===== config.mk =====
export PLATFORM = sky130hd
export DESIGN_NAME = morse_sequencer_flat
export DESIGN_NICKNAME = d
export VERILOG_FILES = /design/src/rtl/morse_sequencer_if.sv /design/src/rtl/morse_sequencer.sv /design/src/flat_wrapper.sv
export SDC_FILE = /design/constraint.sdc
export NUM_CORES = 1
export LEC_CHECK = 0
export BUFFER_PORTS_ARGS = -buffer_cell sky130_fd_sc_hd__buf_4
export CELL_PAD_IN_SITES_DETAIL_PLACEMENT = 1
export CELL_PAD_IN_SITES_GLOBAL_PLACEMENT = 2
export CORE_UTILIZATION = 34
export DETAILED_ROUTE_END_ITERATION = 7
export HOLD_SLACK_MARGIN = 0.03
export PLACE_DENSITY_LB_ADDON = 0.1
export SLEW_MARGIN = 20
export SYNTH_ARGS = -nofsm -noshare
export SYNTH_HDL_FRONTEND = slang
export SYNTH_SLANG_ARGS = --single-unit
export TNS_END_PERCENT = 20

===== constraint.sdc =====
create_clock -name Clock -period 1.7 [get_ports Clock]
set_input_delay 0.085 -clock Clock [delete_from_list [all_inputs] [get_ports Clock]]
set_output_delay 0.085 -clock Clock [all_outputs]
set_load 0.005 [all_outputs]

===== src/rtl/morse_sequencer_if.sv =====
// Handshake and serial-output bundle for morse_sequencer.
// The master side drives select/control; the slave side returns busy/done/morse_out.
interface morse_sequencer_if #(parameter int SEL_W = 3);
  logic [SEL_W-1:0] sel;
  logic             start;
  logic             abort;
  logic             repeat_en;
  logic             busy;
  logic             done;
  logic             morse_out;

  modport master (output sel, start, abort, repeat_en, input busy, done, morse_out);
  modport slave  (input sel, start, abort, repeat_en, output busy, done, morse_out);
endinterface


===== src/rtl/morse_sequencer.sv =====
// Morse character transmitter: ROM pattern serialised LSB first, then a fixed low gap.
// Optional MORSE_REPEAT_EN: retransmit the latched character from DONE while repeat_en=1.
module morse_sequencer #(
  parameter int PAT_W     = 16,
  parameter int SEL_W     = 3,
  parameter int CLK_DIV   = 2,
  parameter int GAP_UNITS = 3
) (
  input  logic               Clock,
  input  logic               reset,
  morse_sequencer_if.slave   bus
);
  localparam int LEN_W   = $clog2(PAT_W + 1);
  localparam int TICK_W  = (CLK_DIV > 1) ? $clog2(CLK_DIV) : 1;
  localparam int GAP_CYC = GAP_UNITS * CLK_DIV;
  localparam int GAP_W   = $clog2(GAP_CYC + 1);

  typedef enum logic [1:0] {IDLE, SEND, GAP, DONE} state_t;

  typedef struct packed {
    logic [PAT_W-1:0] pat;
    logic [LEN_W-1:0] len;
  } rom_ent_t;

  function automatic rom_ent_t rom(input logic [SEL_W-1:0] s);
    rom_ent_t e;
    e = '0;
    case (32'(s))
      0: e = '{pat: PAT_W'(16'h001D), len: LEN_W'(5)};
      1: e = '{pat: PAT_W'(16'h0157), len: LEN_W'(9)};
      2: e = '{pat: PAT_W'(16'h05D7), len: LEN_W'(11)};
      3: e = '{pat: PAT_W'(16'h0057), len: LEN_W'(7)};
      4: e = '{pat: PAT_W'(16'h0001), len: LEN_W'(1)};
      5: e = '{pat: PAT_W'(16'h0175), len: LEN_W'(9)};
      6: e = '{pat: PAT_W'(16'h0177), len: LEN_W'(9)};
      7: e = '{pat: PAT_W'(16'h0055), len: LEN_W'(7)};
      default: e = '0;
    endcase
    return e;
  endfunction

  state_t           state_q, state_n;
  logic [PAT_W-1:0] shreg_q, shreg_n;
  logic [LEN_W-1:0] rem_q, rem_n;
  logic [TICK_W-1:0] tick_q, tick_n;
  logic [GAP_W-1:0] gcnt_q, gcnt_n;
  logic             busy_q, done_q, morse_q;
  rom_ent_t         ent_in;

  assign ent_in = rom(bus.sel);

`ifdef MORSE_REPEAT_EN
  logic [SEL_W-1:0] sel_q, sel_n;
  rom_ent_t         ent_rep;
  assign ent_rep = rom(sel_q);
`else
  logic unused_repeat;
  assign unused_repeat = bus.repeat_en;
`endif

  always_comb begin
    state_n = state_q;
    shreg_n = shreg_q;
    rem_n   = rem_q;
    tick_n  = tick_q;
    gcnt_n  = gcnt_q;
`ifdef MORSE_REPEAT_EN
    sel_n   = sel_q;
`endif
    case (state_q)
      IDLE: if (bus.start) begin
        shreg_n = ent_in.pat;
        rem_n   = ent_in.len;
        tick_n  = '0;
        gcnt_n  = '0;
`ifdef MORSE_REPEAT_EN
        sel_n   = bus.sel;
`endif
        state_n = (ent_in.len == '0) ? GAP : SEND;
      end
      SEND: if (bus.abort) begin
        state_n = IDLE;
      end else if (tick_q == TICK_W'(CLK_DIV - 1)) begin
        tick_n  = '0;
        shreg_n = shreg_q >> 1;
        rem_n   = rem_q - 1'b1;
        if (rem_q == LEN_W'(1)) begin
          state_n = GAP;
          gcnt_n  = '0;
        end
      end else begin
        tick_n = tick_q + 1'b1;
      end
      GAP: if (bus.abort) begin
        state_n = IDLE;
      end else if (gcnt_q == GAP_W'(GAP_CYC - 1)) begin
        gcnt_n  = '0;
        state_n = DONE;
      end else begin
        gcnt_n = gcnt_q + 1'b1;
      end
      DONE: begin
        state_n = IDLE;
`ifdef MORSE_REPEAT_EN
        // Reload from the latched select; the live sel input is not consulted here.
        if (bus.repeat_en) begin
          shreg_n = ent_rep.pat;
          rem_n   = ent_rep.len;
          tick_n  = '0;
          gcnt_n  = '0;
          state_n = (ent_rep.len == '0) ? GAP : SEND;
        end
`endif
      end
      default: state_n = IDLE;
    endcase
  end

  // Outputs are flopped from next-state values so they align with the new state.
  always_ff @(posedge Clock or posedge reset) begin
    if (reset) begin
      state_q <= IDLE;
      shreg_q <= '0;
      rem_q   <= '0;
      tick_q  <= '0;
      gcnt_q  <= '0;
      busy_q  <= 1'b0;
      done_q  <= 1'b0;
      morse_q <= 1'b0;
`ifdef MORSE_REPEAT_EN
      sel_q   <= '0;
`endif
    end else begin
      state_q <= state_n;
      shreg_q <= shreg_n;
      rem_q   <= rem_n;
      tick_q  <= tick_n;
      gcnt_q  <= gcnt_n;
      busy_q  <= (state_n == SEND) || (state_n == GAP);
      done_q  <= (state_n == DONE);
      morse_q <= (state_n == SEND) && shreg_n[0];
`ifdef MORSE_REPEAT_EN
      sel_q   <= sel_n;
`endif
    end
  end

  assign bus.busy      = busy_q;
  assign bus.done      = done_q;
  assign bus.morse_out = morse_q;
endmodule


===== src/flat_wrapper.sv =====
// flat-port wrapper written by rule: the top's interface ports become plain ports
module morse_sequencer_flat 
#(
  parameter int PAT_W     = 16,
  parameter int SEL_W     = 3,
  parameter int CLK_DIV   = 2,
  parameter int GAP_UNITS = 3
)
  (Clock, reset, bus_sel, bus_start, bus_abort, bus_repeat_en, bus_busy, bus_done, bus_morse_out);
  morse_sequencer_if #(.SEL_W(SEL_W)) bus_i ();
  input  logic Clock;
  input  logic reset;
  input wire logic [$bits(bus_i.sel)-1:0] bus_sel;
  input wire logic [$bits(bus_i.start)-1:0] bus_start;
  input wire logic [$bits(bus_i.abort)-1:0] bus_abort;
  input wire logic [$bits(bus_i.repeat_en)-1:0] bus_repeat_en;
  output wire logic [$bits(bus_i.busy)-1:0] bus_busy;
  output wire logic [$bits(bus_i.done)-1:0] bus_done;
  output wire logic [$bits(bus_i.morse_out)-1:0] bus_morse_out;
  assign bus_i.sel = bus_sel;
  assign bus_i.start = bus_start;
  assign bus_i.abort = bus_abort;
  assign bus_i.repeat_en = bus_repeat_en;
  assign bus_busy = bus_i.busy;
  assign bus_done = bus_i.done;
  assign bus_morse_out = bus_i.morse_out;
  morse_sequencer #(.PAT_W(PAT_W), .SEL_W(SEL_W), .CLK_DIV(CLK_DIV), .GAP_UNITS(GAP_UNITS)) u_core (.Clock(Clock), .reset(reset), .bus(bus_i));
endmodule

# Word level (Yosys, flattened, before mapping)
# Memories as Yosys holds them, arrays and structs flattened.
# Index checks and enable logic that the tools add are counted.
[classes]
eq_ne = 13
muxes = 27
add_sub_neg = 3
n_reduce_logical = 9
[ops]
columns = ["cell", "n"]
rows = [
  ["$mux W16", 3],
  ["$pmux W16 S2", 1],
  ["$mux W3", 6],
  ["$mux W5", 3],
  ["$mux W2", 7],
  ["$pmux W5 S2", 1],
  ["$pmux W3 S3", 1],
  ["$eq A2 B2 Y1 const B", 4],
  ["$pmux W2 S4", 1],
  ["$ne A2 B2 Y1 const B", 3],
  ["$reduce_and A6 Y1", 1],
  ["$eq A5 B1 Y1 const B", 1],
  ["$logic_not A5 Y1", 1],
  ["$sub A5 B1 Y5 const B", 1],
  ["$eq A2 B1 Y1 const B", 2],
  ["$ne A2 B1 Y1 const B", 2],
  ["$reduce_and A4 Y1", 1],
  ["$add A3 B1 Y3 const B", 1],
  ["$eq A3 B3 Y1 const B", 1],
  ["$mux W1", 3],
  ["$reduce_and A3 Y1", 1],
  ["$reduce_bool A3 Y1", 1],
  ["$logic_not A2 Y1", 1],
  ["$pmux W1 S2", 1],
  ["other kinds (4)", 4],
]
[word_totals]
elab_cells = 62
register_bits = 30
output_inout_bits = 3
rom_bits = 96
in_bits = 8
mem_count = 1
[memory_table]
columns = ["name", "depth", "word_bits", "rd", "rd_clocked_by_memory_dff", "wr", "line_no", "source"]
rows = [
  ["(no name shown)", 8, 12, 1, 0, 0, "morse_sequencer.sv:28", "case (32'(s))"],
]

# Longest topological paths before layout
# Gate-level depths: netlist of run 1.
[logic_depth]
depth_word = 7
ltp_mapped = 7
ltp_nobuf = 6

# Least setup slack after synthesis of run 1
# No wires, ideal clock.
[synth_timing]
kind = "reg-to-reg"
startpoint = "reg u_core.state_q[0]"
endpoint = "reg u_core.morse_q, in the netlist u_core.bus.morse_out"
required_ps = 1604
path_slack_ps = -21
path_stages_with_launch = 6
path_buffers = 1
setup_time_ps = 96
arrival_time_ps = 1626
path_cell_list = "dfrtp_1 -> buf_6 -> or3b_4 -> or3_1 -> o311a_1 -> a311oi_2"
[synth_between]
elab_chain_cells = 6
elab_cells_between_ends = 14
cone_classes = "eq/ne: 4; mux: 8; reduce/logical: 2"
[synth_lines]
columns = ["item", "line_no", "source"]
rows = [
  ["start: declaration", "morse_sequencer.sv:42", "state_t state_q, state_n;"],
  ["start signal: assignment", "morse_sequencer.sv:134", "state_q <= state_n;"],
  ["$mux W2", "morse_sequencer.sv:87", "if (rem_q == LEN_W'(1)) begin"],
  ["$mux W2", "morse_sequencer.sv:83", "end else if (tick_q == TICK_W'(CLK_DIV - 1)) begin"],
  ["$mux W2", "morse_sequencer.sv:81", "SEND: if (bus.abort) begin"],
  ["$pmux W2 S4", "morse_sequencer.sv:70", "case (state_q)"],
  ["$eq A2 B1 Y1", "morse_sequencer.sv:141", "morse_q <= (state_n == SEND) && shreg_n[0];"],
  ["$logic_and A1 B1 Y1 (*)", "morse_sequencer.sv:141", ""],
  ["end signal: assignment", "morse_sequencer.sv:141", ""],
  ["end: declaration", "morse_sequencer.sv:47", "logic busy_q, done_q, morse_q;"],
]
# Mark *: on every way between the ends. The rest lies on a longest branch, timed or not.
# A chain may end at the register's enable or synchronous reset.

# Final worst setup path of run 1
# Same ends and word-level chain as after synthesis.

==> impl_metrics.py, run 1 <==
metrics = {
    "synth": {
        "avgSynthCellArea_sq_um": 10.04,
        "seq_area_frac_synth_pct": 49.19,
        "synthDistinctLibCells": 41,
        "synth_area_leader_cell": "dfrtp_1",
        "synth_cells": 147,
        "synth_nets": 161,
        "synth.area.mux_share_pct": 0,
        "synth_area_leaders": "dfrtp_1 (49%), ha_1 (5.1%), a221o_1 (4.1%)",
        "synth_edf_count": 0,
        "synth_top_family_by_area": "compound AO/OA/AOI/OAI gates",
        "synth_top_area_share_pct": 49.19,
        "synthSimpleGateAreaFrac_pct": 18.41,
        "syn-cell-area_sq_mm": 0.001475,
        "synth_commonest_cells": "dfrtp_1 (29), nor2_1 (13), nand2_1 (12)",
        "ys.flop_type": "dfrtp_1",
        "synth_xor_area_share_pct": 0,
        "synth.most_common_cell": "dfrtp_1",
        "synth-compound-area-share_pct": 21.20,
        "synth_fa_ha_area_share_pct": 5.089,
        "synth_warnings": 0,
        "ys_ff_latch": 29,
        "ys_async_sr_fraction_pct": 100.0,
    },
    "flow_run": {
        "maxCapViolCount": 0,
    },
    "critical_path": {
        "crit_path_end_kind": "flip-flop",
        "crit_fanout": 2,
        "criticalPathCategory": "flip-flop to flip-flop",
        "path_delay_family": "simple AND/OR/NAND/NOR gates",
        "startpoint_type": "flip-flop",
        "crit_required_ps": 1890,
        "slowest_delay_ps": 400,
        "arrival_ps": 1810,
        "worst-path-buf-inv": 0,
        "cp_cell_sequence": "or3b_4, or3_1, o311a_1, a311oi_2",
        "crit_path_top_delay_cell": "or3b_4",
    },
    "clocking": {
        "clock-sinks": 29,
        "cts_buffers": 5,
        "clock_path_buffers": 2,
        "clkTransAtPathRegs_ps": 60,
        "cts_tree": "yes",
        "cts_htree_levels": 2,
        "cts_root_buffer": "clkbuf_8",
        "cts_setup_buffers": 0,
        "insertion_delay_ps": 280,
    },
    "grt": {
        "track_usage_pct": 17.86,
        "antenna_found_initial": 0,
        "grt_pass1_wl_mm": 5.844,
        "grt_pass1_vias": 1215,
        "overflow": 0,
        "grt_max_degree": 30,
    },
    "sta": {
        "final-hold-violation-count": 0,
        "setup_ws_ps": 76.12,
        "slew-limit-headroom_pct": 74.54,
        "period_share_pct": 95.52,
        "skew_ps": 5.545,
        "min_period_ps": 1624,
        "finalSetupViolCount": 0,
        "worst_pin_slew_ps": 381.8,
        "drv_slew": 0,
        "fmax_mhz": 615.8,
        "setup-tns-final_ps": 0,
        "rsz0062_at_grt": "true",
    },
    "die": {
        "coreArea_sq_mm": 0.004086,
        "die_h_microns": 67.87,
        "rows": 23,
        "die_area_sq_mm": 0.004606,
        "initial_utilization_pct": 36.10,
        "io_pins": 11,
        "die_w_microns": 67.87,
    },
    "routing": {
        "drt_iter0_markers": 47,
        "vias": 1153,
        "wl_per_cell_microns": 16.10,
        "routed_wl_mm": 3.462,
        "vias_per_cell": 5.363,
        "drt_pass1_iterations": 4,
        "ant_nets": 0,
        "drcViolationCount": 0,
    },
    "place": {
        "place_congestion": 0.7352,
        "place_ws_ps": -30.37,
        "port_buffers": 9,
        "dp_hpwl_mm": 2.409,
    },
    "layout": {
        "antennaDiodeCount": 0,
        "drive_gt1_share_pct": 20.00,
        "fillers": 476,
        "area_delta_synth_final_pct": 20.27,
        "nets": 179,
    },
    "power_and_ir_drop": {
        "power_density_mw_per_mm2": 1477,
        "vdd_drop_max_mv": 0.5650,
        "leakagePower_uw": 0.0008594,
    },
    "outcome": {
        "status": "finished, final reports clean",
    },
    "worst_hold_path": {
        "hold_class": "primary input to flip-flop",
    },
}
## layer usage
layer / global-route usage, % / vias to the layer above / wire [microns] / share of wire (%)
li1: - / 554 / - / -
met1: 21.68 / 580 / 1614 / 47
met3: 4.500 / 5 / 88 / 2.5
met4: 7.813 / 0 / 47 / 1.4
met2: 29.83 / 14 / 1711 / 49
met5: 0 / - / 0 / 0
## cell usage in the layout (no fill, tap or decap), types with 2 or more instances in the layout
cell,count
clkbuf_8,5
nor2b_1,3
nand3b_1,3
dfrtp_1,29
o211ai_1,2
a21oi_1,8
nand3_1,2
nor2_1,13
nor3_1,2
a221o_1,6
o21ai_0,6
nand2_1,12
buf_4,19
a22o_1,5
ha_1,6
or3b_4,2
a311oi_2,2
and2_1,3
a222oi_1,2
a21o_1,2
inv_1,11
nand2b_1,3
## worst paths after layout
check                                             start                             end  slack (ps)  cells past startpoint
hold reg to reg            u_core.gcnt_q[0]$_DFFE_PP0P_    u_core.gcnt_q[0]$_DFFE_PP0P_         480                      1
min in group asynchronous                         reset     u_core.rem_q[2]$_DFFE_PP0P_         430                      4
setup reg to reg            u_core.state_q[0]$_DFF_PP0_  u_core.bus.morse_out$_DFF_PP0_          80                      4
max in group asynchronous                         reset     u_core.state_q[0]$_DFF_PP0_         980                      4
setup / recovery            u_core.state_q[0]$_DFF_PP0_  u_core.bus.morse_out$_DFF_PP0_          80                      4
hold / removal                                bus_abort     u_core.state_q[1]$_DFF_PP0_          80                      2
## final cells by class
cell class / count / area [sq um] / area share, %
timing repair buffer: 21 / 172.7 / 9.732
clock inverter: 2 / 35.03 / 1.975
inverter: 11 / 41.29 / 2.327
clock buffer: 5 / 68.82 / 3.879
tap: 50 / 62.56 / 3.526
sequential: 29 / 725.7 / 40.90
multi-input combinational: 97 / 668.1 / 37.66
## logic make-up after synthesis
kind of cell,Yosys count
AND/OR/NAND/NOR,50
AO/OA/AOI/OAI,41
flip-flops,29
buffers and inverters,21
adder cells (fa/ha/maj),6
## registers in the layout, summed over array words and instances, names as in the netlist
| signal | flops |
|---|---|
| u_core.shreg_q | 15 |
| u_core.rem_q | 5 |
| u_core.gcnt_q | 3 |
| u_core.state_q | 2 |
| u_core.bus.busy | 1 |
| u_core.bus.done | 1 |
| u_core.bus.morse_out | 1 |
| u_core.tick_q | 1 |
## stage by stage
step	hold WS [ps]	power, uW	utilization, %	cell area (sq um)	std cells
floorplan	163.1	1619	-	1475	147
global placement	190.8	1894	40.42	1652	207
detailed placement	193.4	1925	40.42	1652	207
CTS	77.00	2648	43.36	1772	215
global route	85.68	2807	43.42	1774	215
finish	82.65	2620	43.42	1774	215
## power breakdown
| group | total, uW | switching (uW) | internal (uW) |
|---|---|---|---|
| sequential | 1040 | 140 | 897 |
| combinational | 894 | 462 | 433 |
| clock | 689 | 264 | 425 |
| total | 2620 | 865 | 1750 |
## repair_timing
action / in CTS / in global routing
gates resized for setup: 1 / 1
hold endpoints to repair: 29 / 0
hold buffers: 1 / 0
setup endpoints to repair: 1 / 4
(Power assumes the default switching activity.)
==> inputs of run 2 (changes only) <==
--- a/config.mk
+++ b/config.mk
@@ -10,8 +10,8 @@
 export CELL_PAD_IN_SITES_GLOBAL_PLACEMENT = 2
 export CORE_UTILIZATION = 34
 export DETAILED_ROUTE_END_ITERATION = 7
-export HOLD_SLACK_MARGIN = 0.03
-export PLACE_DENSITY_LB_ADDON = 0.1
+export HOLD_SLACK_MARGIN = 0.08
+export PLACE_DENSITY = 0.71
 export SLEW_MARGIN = 20
 export SYNTH_ARGS = -nofsm -noshare
 export SYNTH_HDL_FRONTEND = slang
==> impl_metrics.py, run 2 (synthesis results as in run 1) <==
metrics = {
    "clocking": {
        "cts_root_buffer": "clkbuf_8",
        "cts_tree": "yes",
        "cts_buffers": 5,
        "clock-sinks": 29,
        "insertion_delay_ps": 280,
        "clock_path_buffers": 2,
        "clkTransAtPathRegs_ps": 70,
        "cts_htree_levels": 2,
        "cts_setup_buffers": 0,
    },
    "layout": {
        "area_delta_synth_final_pct": 20.61,
        "antennaDiodeCount": 0,
        "multi_input_area_sq_um": 665.6,
        "drive_gt1_share_pct": 20.71,
        "final_util_pct": 43.54,
        "layout_common_cells": "dfrtp_1 (29), buf_4 (20), nor2_1 (13)",
        "largest_reg_flops": 15,
        "final_common_cell": "dfrtp_1",
        "nets": 182,
        "fin_cells": 219,
        "regMostFlops": "u_core.shreg_q",
        "seq_area_sq_um": 725.7,
        "fillers": 460,
        "reg_top3": "u_core.shreg_q (15), u_core.rem_q (5), u_core.gcnt_q (3)",
    },
    "outcome": {
        "status": "finished, final reports clean",
    },
    "sta": {
        "slew-limit-headroom_pct": 74.22,
        "final-hold-violation-count": 0,
        "drv_slew": 0,
        "skew_ps": 7.844,
        "period_share_pct": 98.38,
        "setup-tns-final_ps": 0,
        "hold_slack_ps": 126.7,
        "finalSetupViolCount": 0,
        "fmax_mhz": 597.9,
        "worst_pin_slew_ps": 385.3,
        "min_period_ps": 1672,
        "setup_ws_ps": 27.51,
        "rsz0062_at_grt": "true",
    },
    "critical_path": {
        "crit_path_top_delay_cell": "or3b_2",
        "crit_fanout": 10,
        "criticalPathCategory": "flip-flop to flip-flop",
        "rr_endpoint": "u_core.shreg_q[7]$_DFFE_PP0P_",
        "ff2ff_path_depth": 5,
        "crit_required_ps": 1920,
        "regToRegStartpoint": "u_core.state_q[0]$_DFF_PP0_",
        "slowest_delay_ps": 570,
        "cp_cell_sequence": "buf_12, or3b_2, nor2_1, and2_1, a221o_1",
        "startpoint_type": "flip-flop",
        "arrival_ps": 1890,
        "crit_path_end_kind": "flip-flop",
        "rrSetupSlack_ps": 30,
    },
    "power_and_ir_drop": {
        "leakagePower_uw": 0.0008646,
        "vdd_drop_max_mv": 0.7002,
        "power_density_mw_per_mm2": 1398,
    },
    "flow_run": {
        "maxCapViolCount": 0,
    },
    "grt": {
        "grt_max_degree": 30,
        "grt_pass1_wl_mm": 5.996,
        "antenna_found_initial": 0,
        "overflow": 0,
        "track_usage_pct": 18.51,
        "grt_pass1_vias": 1240,
    },
    "routing": {
        "drcViolationCount": 0,
        "vias_per_cell": 5.297,
        "ant_nets": 0,
        "drt_pass1_iterations": 4,
        "wl_per_cell_microns": 15.26,
        "drt_iter0_markers": 53,
        "vias": 1160,
        "routed_wl_mm": 3.342,
    },
    "worst_hold_path": {
        "hold_class": "primary input to flip-flop",
        "hold_start": "bus_sel[2]",
        "worstHoldEndpoint": "u_core.shreg_q[5]$_DFFE_PP0P_",
        "holdPathStages": 3,
    },
    "place": {
        "dp_hpwl_mm": 2.381,
        "port_buffers": 9,
        "placed_cells": 209,
        "place_congestion": 0.7395,
        "place_ws_ps": 21.54,
    },
    "die": {
        "io_pins": 11,
        "rows": 23,
        "die_area_sq_mm": 0.004606,
        "initial_utilization_pct": 36.10,
        "die_h_microns": 67.87,
        "coreArea_sq_mm": 0.004086,
        "die_w_microns": 67.87,
    },
}
## run 2: worst max path at each step
| stage | startpoint | to | slack (ps) | depth (start not counted) |
|---|---|---|---|---|
| 2_1_floorplan | u_core.state_q[0]$_DFF_PP0_ | u_core.bus.morse_out$_DFF_PP0_ | 20 | 5 |
| 3_3_place_gp | u_core.state_q[0]$_DFF_PP0_ | u_core.shreg_q[7]$_DFFE_PP0P_ | 70 | 5 |
| 3_5_place_dp | u_core.rem_q[1]$_DFFE_PP0P_ | u_core.gcnt_q[0]$_DFFE_PP0P_ | 20 | 6 |
| 4_1_cts | u_core.rem_q[1]$_DFFE_PP0P_ | u_core.gcnt_q[0]$_DFFE_PP0P_ | 10 | 6 |
| 5_1_grt | u_core.state_q[0]$_DFF_PP0_ | u_core.shreg_q[7]$_DFFE_PP0P_ | -40 | 5 |
| 6_report | u_core.state_q[0]$_DFF_PP0_ | u_core.shreg_q[7]$_DFFE_PP0P_ | 30 | 5 |
## run 2: metrics by stage
step / instance area, sq um / power, uW
finish: 1779 / 2487
global route: 1779 / 2692
CTS: 1769 / 2515
detailed placement: 1667 / 1937
global placement: 1667 / 1904
floorplan: 1475 / 1619
## run 2: routing by layer
layer	wire length, microns	track usage [%]
met1	1531	22.15
met4	69	9.896
met3	108	5.833
met5	0	0
met2	1633	29.58
## run 2: layout make-up
| class | count | area share [%] |
|---|---|---|
| tap | 50 | 3.516 |
| multi-input combinational | 97 | 37.41 |
| sequential | 29 | 40.79 |
| clock buffer | 6 | 4.079 |
| clock inverter | 2 | 0.5626 |
| timing repair buffer | 24 | 11.32 |
| inverter | 11 | 2.321 |
## run 2: what timing repair did
item                                   4_1_cts  5_1_grt
setup endpoints to repair                    0        8
endpoints found under the hold margin       30        0
hold buffers                                 2        0
gates resized for setup                      0        2
## run 2: power by group
part	switching [uW]	internal, uW	total [uW]
Clock	269	283	552
Combinational	454	446	899
Sequential	139	896	1040
## run 2: worst max-delay path: cells and delay by family (launching register included)
family,cells,cell delay (ps)
buffers and inverters,1,150
AO/OA/AOI/OAI,1,120
flip-flops,1,410
AND/OR/NAND/NOR,3,920
==> inputs of run 3 (changes only) <==
--- a/config.mk
+++ b/config.mk
@@ -8,10 +8,10 @@
 export BUFFER_PORTS_ARGS = -buffer_cell sky130_fd_sc_hd__buf_4
 export CELL_PAD_IN_SITES_DETAIL_PLACEMENT = 1
 export CELL_PAD_IN_SITES_GLOBAL_PLACEMENT = 2
-export CORE_UTILIZATION = 34
+export CORE_UTILIZATION = 38
 export DETAILED_ROUTE_END_ITERATION = 7
 export HOLD_SLACK_MARGIN = 0.08
-export PLACE_DENSITY = 0.71
+export PLACE_DENSITY = 0.76
 export SLEW_MARGIN = 20
 export SYNTH_ARGS = -nofsm -noshare
 export SYNTH_HDL_FRONTEND = slang
==> constraint.sdc (replaced) <==
create_clock -name Clock -period 1.6 [get_ports Clock]
set_input_delay 0.08 -clock Clock [delete_from_list [all_inputs] [get_ports Clock]]
set_output_delay 0.08 -clock Clock [all_outputs]
set_load 0.005 [all_outputs]
==> impl_metrics.py, run 3 (synthesis results as in run 1) <==
metrics = {
    "routing": {
        "drt_pass1_iterations": 4,
        "vias_per_cell": 5.462,
        "ant_nets": 0,
        "drcViolationCount": 0,
        "wl_per_cell_microns": 15.47,
        "drt_iter0_markers": 58,
        "routed_wl_mm": 3.419,
        "vias": 1207,
    },
    "power_and_ir_drop": {
        "p_int_uw": 1974,
        "p_sw_uw": 923.0,
        "p_sw_share_pct": 31.85,
        "p_clk_share_pct": 26.9,
        "comb_power_share_pct": 35.0,
        "leakagePower_uw": 0.0008988,
        "vdd_drop_max_mv": 0.7124,
        "power_density_mw_per_mm2": 1574,
        "pwr-share-seq_pct": 38.2,
    },
    "grt": {
        "overflow": 0,
        "track_usage_pct": 18.71,
        "grt_max_degree": 30,
        "antenna_found_initial": 0,
        "grt_pass1_vias": 1289,
        "grt_pass1_wl_mm": 5.871,
    },
    "clocking": {
        "insertion_delay_ps": 280,
        "cts_htree_levels": 2,
        "cts_tree": "yes",
        "clock_path_buffers": 2,
        "cts_buffers": 5,
        "cts_root_buffer": "clkbuf_8",
        "clkTransAtPathRegs_ps": 60,
        "clock-sinks": 29,
    },
    "sta": {
        "setup_ws_ps": -10.81,
        "period_share_pct": 100.7,
        "min_period_ps": 1611,
        "rsz0062_at_grt": "true",
        "finalSetupViolCount": 1,
        "drv_slew": 0,
        "final-hold-violation-count": 0,
        "skew_ps": 6.653,
        "worst_pin_slew_ps": 377.5,
        "slew-limit-headroom_pct": 74.83,
        "fmax_mhz": 620.8,
    },
    "flow_run": {
        "maxCapViolCount": 0,
    },
    "place": {
        "dp_hpwl_mm": 2.457,
        "placed_cells": 210,
        "placed_area_sq_mm": 0.001680,
        "port_buffers": 9,
        "place_congestion": 0.7779,
    },
    "die": {
        "io_pins": 11,
        "die_area_sq_mm": 0.004135,
        "initial_utilization_pct": 39.99,
        "rows": 22,
        "coreArea_sq_mm": 0.003689,
        "die_w_microns": 64.31,
        "die_h_microns": 64.31,
    },
    "critical_path": {
        "crit_fanout": 6,
        "ff2ff_path_depth": 4,
        "startpoint_type": "flip-flop",
        "crit_required_ps": 1790,
        "crit_path_end_kind": "flip-flop",
        "crit_path_start": "u_core.state_q[0]$_DFF_PP0_",
        "arrival_ps": 1800,
        "criticalPathCategory": "flip-flop to flip-flop",
        "regToRegStartpoint": "u_core.state_q[0]$_DFF_PP0_",
    },
    "layout": {
        "area_delta_synth_final_pct": 24.77,
        "antennaDiodeCount": 0,
        "final_common_cell": "dfrtp_1",
        "layout_common_cells": "dfrtp_1 (29), buf_4 (27), nor2_1 (13)",
        "drive_gt1_share_pct": 24.28,
        "nets": 186,
        "final_util_pct": 49.90,
        "regMostFlops": "u_core.shreg_q",
        "fin_cells": 221,
        "largest_reg_flops": 15,
        "fillers": 419,
        "reg_top3": "u_core.shreg_q (15), u_core.rem_q (5), u_core.gcnt_q (3)",
        "stdcell_area_sq_mm": 0.001841,
    },
    "worst_hold_path": {
        "hold_start": "bus_abort",
        "holdPathStages": 2,
        "hold_class": "primary input to flip-flop",
    },
    "outcome": {
        "status": "finished with violations",
        "failed_checks": "negative setup slack",
    },
}
[run 3: final cells by class]
cell class / count / area, sq um / area share, %
Tap cell: 48 / 60.06 / 3.263
Clock buffer: 7 / 86.33 / 4.691
Inverter: 11 / 41.29 / 2.243
Multi-Input combinational cell: 97 / 684.4 / 37.19
Sequential cell: 29 / 725.7 / 39.43
Timing Repair Buffer: 28 / 212.7 / 11.56
Clock inverter: 1 / 30.03 / 1.632
[run 3: timing repair]
action                                 in CTS  in global routing
resized for setup                           0                  4
setup buffers                               0                  2
endpoints found under the hold margin      29                  0
setup endpoints to repair                   0                  8
hold buffers                                1                  0
[run 3: worst max-delay path, cell delays in order (launching register included)]
cell,delay (ps)
dfrtp_1,430
or3b_4,400
or3_4,350
o311a_1,160
a311oi_2,180
[run 3: stage by stage]
stage          total power (uW)  setup WS [ps]  hold slack, ps  TNS [ps]
6_report                   2897         -10.81           96.46    -10.81
5_1_grt                    3107         -66.08           105.4    -254.2
4_1_cts                    2892          2.351           86.47         0
3_5_place_dp               2093          15.85           192.3         0
3_3_place_gp               2045          26.90           175.6         0
2_1_floorplan              1731         -10.03           158.1    -10.03
[run 3: power groups by stage]
| stage | registers [uW] | logic, uW | clock network (uW) |
|---|---|---|---|
| 2_1_floorplan | 1080 | 652 | 0 |
| 3_3_place_gp | 1100 | 941 | 0 |
| 3_5_place_dp | 1120 | 977 | 0 |
| 4_1_cts | 1100 | 980 | 808 |
| 5_1_grt | 1140 | 1140 | 830 |
| 6_report | 1110 | 1010 | 778 |
[run 3: path summary, 6_finish.rpt]
| path | endpoint | slack [ps] |
|---|---|---|
| min reg2reg | u_core.shreg_q[5]$_DFFE_PP0P_ | 480 |
| min in group asynchronous | u_core.shreg_q[3]$_DFFE_PP0P_ | 430 |
| min | u_core.state_q[1]$_DFF_PP0_ | 100 |
| max | u_core.bus.morse_out$_DFF_PP0_ | -10 |
| max reg2reg | u_core.bus.morse_out$_DFF_PP0_ | -10 |
| max in group asynchronous | u_core.tick_q$_DFFE_PP0P_ | 880 |
[run 3: metal layers]
metal | up-vias | global-route usage [%] | share of wire, %
met5 | - | 0 | 0
met1 | 614 | 20.95 | 44
li1 | 573 | - | -
met2 | 13 | 33.42 | 52
met4 | 0 | 7.222 | 1.5
met3 | 7 | 5.000 | 2.9
